<file path="config.mk">
export PLATFORM = sky130hd
export DESIGN_NAME = relu_buffer_l1_flat
export DESIGN_NICKNAME = d
export VERILOG_FILES = /design/src/rtl/mnist_pkg.sv /design/src/rtl/relu_buffer_l1_if.sv /design/src/rtl/relu_q15.sv /design/src/rtl/relu_buffer_l1.sv /design/src/flat_wrapper.sv
export SDC_FILE = /design/constraint.sdc
export NUM_CORES = 1
export LEC_CHECK = 0
export CORE_MARGIN = 2
export CORE_UTILIZATION = 67
export CTS_BUF_LIST = sky130_fd_sc_hd__clkbuf_8 sky130_fd_sc_hd__clkbuf_16
export DETAILED_ROUTE_END_ITERATION = 16
export PLACE_DENSITY = 0.85
export SLEW_MARGIN = 30
export SYNTH_ARGS = -nofsm -noshare
export SYNTH_HDL_FRONTEND = slang
export SYNTH_SLANG_ARGS = --single-unit
export TNS_END_PERCENT = 10
</file>
<file path="constraint.sdc">
create_clock -name clk -period 4.6 [get_ports clk]
set_input_delay 0.69 -clock clk [delete_from_list [all_inputs] [get_ports clk]]
set_output_delay 0.69 -clock clk [all_outputs]
set_load 0.005 [all_outputs]
</file>
<file path="src/rtl/mnist_pkg.sv">
// Shared types and sizes for the MNIST inference pipeline.
package mnist_pkg;

  localparam int unsigned DATA_W = 16;
  localparam int unsigned N_L1   = 32;

  // Q15 fixed-point sample, two's complement.
  typedef logic [DATA_W-1:0] q15_t;

  // Activation buffer phases.
  typedef enum logic [1:0] {
    FILL   = 2'd0,
    DRAIN  = 2'd1,
    FINISH = 2'd2
  } buf_state_e;

endpackage

</file>
<file path="src/rtl/relu_buffer_l1_if.sv">
// FC1 -> buffer -> FC2 streaming bus. master is the pipeline side, slave is the buffer.
interface relu_buffer_l1_if;
  import mnist_pkg::*;

  q15_t in_data;
  logic in_valid;
  logic in_done;
  logic out_start;
  q15_t out_data;
  logic out_valid;
  logic out_ready;
  logic done;
  logic overflow;

  modport master (
    output in_data, in_valid, in_done, out_ready,
    input  out_start, out_data, out_valid, done, overflow
  );

  modport slave (
    input  in_data, in_valid, in_done, out_ready,
    output out_start, out_data, out_valid, done, overflow
  );

endinterface

</file>
<file path="src/rtl/relu_q15.sv">
// Combinational Q15 ReLU: negative samples clamp to zero, others pass unchanged.
module relu_q15
  import mnist_pkg::*;
(
  input  q15_t din,
  output q15_t dout_c
);

  // Sign bit selects zero.
  assign dout_c = din[DATA_W-1] ? '0 : din;

endmodule

</file>
<file path="src/rtl/relu_buffer_l1.sv">
// Post-ReLU activation buffer between FC1 and FC2: captures a vector, then replays
// all N_NEURONS entries (zero-padded) with out_start held high.
module relu_buffer_l1
  import mnist_pkg::*;
(
  input  logic             clk,
  input  logic             reset,
  relu_buffer_l1_if.slave  bus
);

  localparam int unsigned N_NEURONS = N_L1;
  localparam int unsigned CNT_W     = 6;
  localparam int unsigned IDX_W     = $clog2(N_NEURONS);

  localparam logic [CNT_W-1:0] FULL_CNT = CNT_W'(N_NEURONS);
  localparam logic [CNT_W-1:0] LAST_CNT = CNT_W'(N_NEURONS - 1);

  buf_state_e             state_q, state_d;
  logic [CNT_W-1:0]       wr_cnt_q, wr_cnt_d;
  logic [CNT_W-1:0]       rd_cnt_q, rd_cnt_d;
  logic [N_NEURONS-1:0]   written_q, written_d;
  q15_t                   mem_q [N_NEURONS];
  logic                   mem_we;
  logic [IDX_W-1:0]       mem_wa;

  logic                   out_start_q, out_start_d;
  q15_t                   out_data_q,  out_data_d;
  logic                   out_valid_q, out_valid_d;
  logic                   done_q,      done_d;
  logic                   overflow_q,  overflow_d;

  q15_t                   relu_c;
  logic [CNT_W-1:0]       wr_cnt_inc;
  logic [IDX_W-1:0]       rd_next_idx;
  q15_t                   next_entry_c;
  q15_t                   first_entry_c;

  relu_q15 u_relu (
    .din    (bus.in_data),
    .dout_c (relu_c)
  );

  assign wr_cnt_inc  = wr_cnt_q + CNT_W'(1);
  assign rd_next_idx = IDX_W'(rd_cnt_q) + IDX_W'(1);

  // Unwritten slots read as zero so short vectors are zero-padded.
  assign next_entry_c = written_q[rd_next_idx] ? mem_q[rd_next_idx] : '0;

  // Entry 0 prefetch; when the vector's first write happens on the transition cycle
  // it has not reached the array yet, so bypass the incoming sample.
  assign first_entry_c = written_q[0] ? mem_q[0] : (bus.in_valid ? relu_c : '0);

  // Next-state and registered-output logic.
  always_comb begin
    state_d     = state_q;
    wr_cnt_d    = wr_cnt_q;
    rd_cnt_d    = rd_cnt_q;
    written_d   = written_q;
    mem_we      = 1'b0;
    mem_wa      = IDX_W'(wr_cnt_q);
    out_start_d = out_start_q;
    out_data_d  = out_data_q;
    out_valid_d = out_valid_q;
    done_d      = 1'b0;
    overflow_d  = overflow_q;

    case (state_q)
      FILL: begin
        if (bus.in_valid) begin
          mem_we            = 1'b1;
          written_d[mem_wa] = 1'b1;
          wr_cnt_d          = wr_cnt_inc;
        end
        if ((bus.in_valid && (wr_cnt_inc == FULL_CNT)) ||
            (bus.in_done && (bus.in_valid || (wr_cnt_q != '0)))) begin
          state_d     = DRAIN;
          rd_cnt_d    = '0;
          out_start_d = 1'b1;
          out_valid_d = 1'b1;
          out_data_d  = first_entry_c;
        end
      end

      DRAIN: begin
        if (bus.in_valid) overflow_d = 1'b1;
        if (out_valid_q && bus.out_ready) begin
          if (rd_cnt_q == LAST_CNT) begin
            state_d     = FINISH;
            out_start_d = 1'b0;
            out_valid_d = 1'b0;
            out_data_d  = '0;
            done_d      = 1'b1;
          end else begin
            rd_cnt_d   = rd_cnt_q + CNT_W'(1);
            out_data_d = next_entry_c;
          end
        end
      end

      FINISH: begin
        if (bus.in_valid) overflow_d = 1'b1;
        wr_cnt_d  = '0;
        rd_cnt_d  = '0;
        written_d = '0;
        state_d   = FILL;
      end

      default: begin
        state_d = FILL;
      end
    endcase
  end

  // Control and output registers.
  always_ff @(posedge clk or posedge reset) begin
    if (reset) begin
      state_q     <= FILL;
      wr_cnt_q    <= '0;
      rd_cnt_q    <= '0;
      written_q   <= '0;
      out_start_q <= 1'b0;
      out_data_q  <= '0;
      out_valid_q <= 1'b0;
      done_q      <= 1'b0;
      overflow_q  <= 1'b0;
    end else begin
      state_q     <= state_d;
      wr_cnt_q    <= wr_cnt_d;
      rd_cnt_q    <= rd_cnt_d;
      written_q   <= written_d;
      out_start_q <= out_start_d;
      out_data_q  <= out_data_d;
      out_valid_q <= out_valid_d;
      done_q      <= done_d;
      overflow_q  <= overflow_d;
    end
  end

  // Activation storage; validity is tracked by written_q, so no reset is needed.
  always_ff @(posedge clk) begin
    if (mem_we) mem_q[mem_wa] <= relu_c;
  end

  assign bus.out_start = out_start_q;
  assign bus.out_data  = out_data_q;
  assign bus.out_valid = out_valid_q;
  assign bus.done      = done_q;
  assign bus.overflow  = overflow_q;

endmodule

</file>
<file path="src/flat_wrapper.sv">
// flat-port wrapper written by rule: the top's interface ports become plain ports
module relu_buffer_l1_flat import mnist_pkg::*;
  (clk, reset, bus_in_data, bus_in_valid, bus_in_done, bus_out_ready, bus_out_start, bus_out_data, bus_out_valid, bus_done, bus_overflow);
  relu_buffer_l1_if bus_i ();
  input  logic clk;
  input  logic reset;
  input wire logic [$bits(bus_i.in_data)-1:0] bus_in_data;
  input wire logic [$bits(bus_i.in_valid)-1:0] bus_in_valid;
  input wire logic [$bits(bus_i.in_done)-1:0] bus_in_done;
  input wire logic [$bits(bus_i.out_ready)-1:0] bus_out_ready;
  output wire logic [$bits(bus_i.out_start)-1:0] bus_out_start;
  output wire logic [$bits(bus_i.out_data)-1:0] bus_out_data;
  output wire logic [$bits(bus_i.out_valid)-1:0] bus_out_valid;
  output wire logic [$bits(bus_i.done)-1:0] bus_done;
  output wire logic [$bits(bus_i.overflow)-1:0] bus_overflow;
  assign bus_i.in_data = bus_in_data;
  assign bus_i.in_valid = bus_in_valid;
  assign bus_i.in_done = bus_in_done;
  assign bus_i.out_ready = bus_out_ready;
  assign bus_out_start = bus_i.out_start;
  assign bus_out_data = bus_i.out_data;
  assign bus_out_valid = bus_i.out_valid;
  assign bus_done = bus_i.done;
  assign bus_overflow = bus_i.overflow;
  relu_buffer_l1 u_core (.clk(clk), .reset(reset), .bus(bus_i));
endmodule
</file>
-- Yosys cells after proc, flatten, opt, wreduce, memory -nomap -nowiden
Memories as Yosys holds them, arrays and structs flattened.
Index checks and enable logic that the tools add are counted.
- reduce and logical (&&, ||, !) cells: 18
- divide/modulo/power cells: 0
- equal/unequal tests: 9
- magnitude comparators: 3
- multipliers: 0
- multiplexer cells: 35
- shift-type cells: 0
- add/subtract/negate cells: 3
- bitwise operators: 1
- operators by type and width (cell ; number):
    16-bit 2-to-1 mux ; 6
    32-bit case mux with 2 select lines ; 1
    32-bit 2-to-1 mux ; 1
    32-bit OR ; 1
    16-bit case mux with 2 select lines ; 1
    6-bit 2-to-1 mux ; 4
    6-bit case mux with 3 select lines ; 1
    15-bit 2-to-1 mux ; 1
    6-bit by 1-bit adder with 6-bit output, second input constant ; 2
    5-bit by 6-bit less-than comparator with 1-bit output, second input constant ; 2
    1-bit 2-to-1 mux ; 12
    6-bit case mux with 2 select lines ; 1
    4-bit AND reduction ; 2
    6-bit by 5-bit equality test with 1-bit output, second input constant ; 1
    6-bit equality test, second input constant ; 1
    2-bit 2-to-1 mux ; 3
    2-bit by 1-bit inequality test with 1-bit output, second input constant ; 3
    3-bit AND reduction ; 2
    6-bit nonzero test ; 1
    5-bit by 1-bit adder with 5-bit output, second input constant ; 1
    1-bit binary-select mux with 5-bit select ; 1
    1-bit demux with 5-bit select ; 1
    5-bit by 1-bit greater-or-equal comparator with 1-bit output, second input constant ; 1
    1-bit logical AND ; 4
    11 further kinds ; 15
- bits in latches: 0
- bits of input ports: 21
- RAM bits: 480
- register bits after elaboration: 65
- output and inout bits: 20
- bits in read-only memories: 0
- memories: 1
- memories (memory ; words ; bits a word ; rd ports ; clocked after memory_dff ; write ports ; line ; text):
    u_core.mem_q ; 32 ; 15 ; 2 ; 0 ; 1 ; relu_buffer_l1.sv:22 ; q15_t mem_q [N_NEURONS];

-- Logic depth before layout (Yosys ltp)
- word-level depth: 7
- mapped depth: 10
- gate-level depth less buffers: 8

-- Hierarchy
From an unflattened synthesis, not the netlist that was laid out.
- cell total of the unflattened synthesis: 1233
- area total of the unflattened synthesis: 23358.7 µm²
- by module, submodules not included (module ; area an instance (µm²) ; instances ; cells an instance ; seq. area each (µm²)):
    relu_buffer_l1 ; 23214.8 ; 1 ; 1215 ; 17001.3
    relu_q15 ; 143.9 ; 1 ; 18 ; 0.0

-- Worst setup path after synthesis
No wires, ideal clock.
- kind: register to register
- start: reg u_core.rd_cnt_q[1]
- end: reg u_core.out_data_q[1], in the netlist u_core.bus.out_data[1]
- setup time: 0.136 ns
- data arrival time: 2.674 ns
- stages on the path, launching flop included: 10
- setup slack: 1.790 ns
- buffers on the path: 3
- cells stage by stage: dfrtp_1 -> ha_1 -> buf_2 -> buf_1 -> clkbuf_1 -> mux4_2 -> nand2_1 -> a21oi_1 -> a2111oi_0 -> o211ai_2
- cells in the longest elaborated chain, start to end: 7
- elaborated cells between the ends (all ways): 9
- ends and longest elaborated chain (what ; line ; text):
    start: declaration ; relu_buffer_l1.sv:20 ; logic [CNT_W-1:0] rd_cnt_q, rd_cnt_d;
    start signal: assignment ; relu_buffer_l1.sv:129 ; rd_cnt_q <= rd_cnt_d;
    5-bit by 1-bit adder with 5-bit output ; relu_buffer_l1.sv:44 ; assign rd_next_idx = IDX_W'(rd_cnt_q) + IDX_W'(1);
    1-bit binary-select mux with 5-bit select ; relu_buffer_l1.sv:47 ; assign next_entry_c = written_q[rd_next_idx] ? mem_q[rd_next_idx] : '0;
    1-bit 2-to-1 mux (implied by the code) ; relu_buffer_l1.sv:47 ;
    16-bit 2-to-1 mux ; relu_buffer_l1.sv:47 ;
    16-bit 2-to-1 mux (*) ; relu_buffer_l1.sv:87 ; if (rd_cnt_q == LAST_CNT) begin
    16-bit 2-to-1 mux (*) ; relu_buffer_l1.sv:86 ; if (out_valid_q && bus.out_ready) begin
    16-bit case mux with 2 select lines (*) ; relu_buffer_l1.sv:67 ; case (state_q)
    end signal: assignment ; relu_buffer_l1.sv:132 ; out_data_q <= out_data_d;
    end: declaration ; relu_buffer_l1.sv:27 ; q15_t out_data_q, out_data_d;
Mark *: on every way between the ends. The rest lies on a longest branch, timed or not. The select of a mux whose other input is x is not followed.
A chain may end at the register's enable or synchronous reset.

-- Final worst setup path
- start: reg u_core.rd_cnt_q[2]
- end: reg u_core.out_data_q[9], in the netlist u_core.bus.out_data[9]
Same word-level chain as after synthesis.

==> metrics.yaml <==
hold_path_end: "u_core.bus.overflow"
cts-hold-fix-buffers: 0
required_ns: 5.01
final_area_um2: 25100
finalNetCount: 1396
finClkSkew_ns: 0.0205
start_util: 0.681
end_kind: "register"
routed_wl_um: 57000
holdCritPathClass: "reg2reg"
path_cells: "nand3_1 > a31oi_2 > buf_4 > a21oi_1 > a2111oi_0 > o211ai_2"
worstPathArrival_ns: 4.01
wire_per_inst_um: 30.8
htree_levels: 2
ys_seq_area_frac: 0.723
synth_common_cells: "480 x edfxtp_1, 176 x nand2_1, 131 x mux4_2"
numCtsBuffers: 52
slew_headroom: 0.292
die_w_um: 186
areaGrowthSynthToFinish_pct: 13.4
yosysTopAreaCellShare: 0.650
layout-drive-gt1-share: 0.220
drc: 0
p_leak_nw: 7.78
die_y_um: 186
yosysTopAreaCell: "edfxtp_1"
tightestPinTransition_ns: 1.06
cts_tree: "done"
clk_pin_slew_ns: 0.06
port_buffers: 39
grt.total_usage: 0.343
yosysMostFrequentCell: "edfxtp_1"
yosys_warnings: 0
synth_nets: 1320
hold_viol_final: 0
postSynthCellCount: 1289
placed_area_um2: 23400
drt-initial-drc-count: 1906
rows: 66
cts_buffer_depth: 3
min-delay-start: "u_core.bus.overflow"
syn_area_per_cell_um2: 17.2
viasPerCell: 7.05
critPathLaunchType: "register"
setup_tns_ns: 0
slowest_stage: "a31oi_2"
multi_input_area_um2: 5880
fmax_mhz: 278
synthTopCellsByArea: "edfxtp_1 65%, mux4_2 13%, dfrtp_1 7.2%"
grt_pass1_wl_um: 84000
status: "completed"
clock-sinks: 544
maxCapViolations: 0
whs_path_depth: 1
finalNonFillerCells: 1852
boundaryPins: 41
path_max_fanout: 17
fin_crit_ns: 3.60
synth_seq_cells: 544
max_stage_delay_ns: 0.94
r2r_start: "u_core.rd_cnt_q[2]"
antenna_found_initial: 1
place_congestion: 0.929
grt_max_degree: 85
finalCritPeriodShare: 0.782
total_power_w: 0.00979
slew_violations: 0
worstSetupPathType: "reg2reg"
firstDrtPassIters: 7
dp_hpwl_um: 33000
die_area_um2: 34600
regArea_um2: 16000
post-cts-setup-buffers: 0
grt_pass1_vias: 12800
synth_area_um2: 22200
finalSetupViolations: 0
synth.distinct_cells: 53
synth_top_flop_cell: "edfxtp_1"
clock_latency_ns: 0.58
placed_cells: 1751
ys_async_sr_fraction: 0.118
fin_util: 0.773
synth_edf_count: 480
reg2reg_depth: 6
r2r_end: "u_core.bus.out_data[9]"
cts_root_buf: "clkbuf_16"
grt-ovfl-total: 0
fill_cells: 1704
peakVddDrop_uv: 309
vias: 13100
rsz0062_at_grt: "no"
ant_nets: 0
coreArea_um2: 32500
r2r_slack_ns: 1.00
pwr_density_cell_nw_per_um2: 390
ctsResizeCount: 0
-- cells in the final DEF (no fill, tap or decap), types with 3 or more instances in the layout --
master,synthesis,final
nor3_1,8,6
o31ai_1,3,3
mux4_2,131,131
a21oi_1,80,80
inv_1,12,19
nand2b_1,7,7
dfrtp_1,64,63
buf_12,0,4
xnor2_1,8,5
a2111oi_0,14,12
bufinv_16,0,6
clkbuf_16,0,53
o211ai_2,10,10
nor2b_1,21,5
clkdlybuf4s50_1,0,39
mux2i_1,3,3
buf_4,6,57
and2_1,6,6
clkbuf_8,0,3
ha_1,10,9
nor2b_2,0,16
a22oi_1,15,15
nand2_1,176,176
edfxtp_1,480,480
nand3_1,9,9
a31oi_1,4,3
o211ai_1,6,6
nor2_1,77,76
clkinv_2,0,5
or3_1,17,17
o21ai_0,15,15
clkinv_1,0,18
-- metrics by stage --
stage / hold WS (ns) / setup slack, ns
final: 0.457 / 1.00
after CTS: 0.460 / 0.978
after global placement: 0.452 / 1.24
after global routing: 0.467 / 0.996
after floorplan: 0.451 / 1.79
after detailed placement: 0.446 / 1.22
-- power by group --
| part | switching (W) | internal (W) |
|---|---|---|
| Clock | 0.00180 | 0.00247 |
| Sequential | 0.000000324 | 0.00537 |
| Combinational | 0.000113 | 0.0000344 |
| Total | 0.00192 | 0.00788 |
-- per-layer routing --
metal | vias to the layer above | track usage | part of all wire
li1 | 5195 | - | -
met3 | 226 | 0.0785 | 0.12
met2 | 1094 | 0.541 | 0.48
met1 | 6545 | 0.468 | 0.35
met4 | 4 | 0.150 | 0.055
met5 | - | 0 | 0.0023
-- worst max-delay path by stage --
| stage | startpoint | cells past startpoint | end | slack, ns |
|---|---|---|---|---|
| after global placement | bus_in_valid | 7 | u_core.bus.out_data[13] | 1.24 |
| final | u_core.rd_cnt_q[2] | 6 | u_core.bus.out_data[9] | 1.00 |
| after detailed placement | bus_in_valid | 7 | u_core.bus.out_data[5] | 1.22 |
| after CTS | u_core.rd_cnt_q[2] | 6 | u_core.bus.out_data[7] | 0.98 |
| after floorplan | u_core.rd_cnt_q[1] | 9 | u_core.bus.out_data[1] | 1.79 |
| after global routing | u_core.rd_cnt_q[2] | 6 | u_core.bus.out_data[9] | 1.0 |
-- state kept, by name, indices dropped and copies added, names as in the netlist --
name,count
u_core.mem_q,480
u_core.written_q,32
u_core.bus.out_data,15
u_core.rd_cnt_q,6
u_core.wr_cnt_q,6
u_core.state_q,2
u_core.bus.done,1
u_core.bus.out_start,1
u_core.bus.overflow,1
-- kinds of logic after synthesis --
family	count (synthesis)	synth area share
DFF	544	0.723
and+or+nand+nor	335	0.0663
AOI/OAI and AO/OA	162	0.0487
muxes	134	0.134
buffers and inverters	93	0.0182
adders and majority gates	10	0.00564
xor gates and xnor gates	10	0.00395
other	1	0.000169
-- critical path: cells and delay by family, from the launching register on --
family                 cells  cell delay, ns
AND/OR/NAND/NOR            1            0.46
AO/OA/AOI/OAI              4            1.99
buffers and inverters      1            0.27
flip-flops                 1            0.71
-- final cells by class --
cell class,count,area share
Sequential cell,544,0.637
Clock inverter,42,0.0137
Inverter,12,0.00179
Multi-Input combinational cell,652,0.234
Timing Repair Buffer,103,0.0372
Antenna cell,1,0.0000995
Tap cell,442,0.0220
Clock buffer,56,0.0544
No activity file was read; power rests on OpenSTA's default activity.
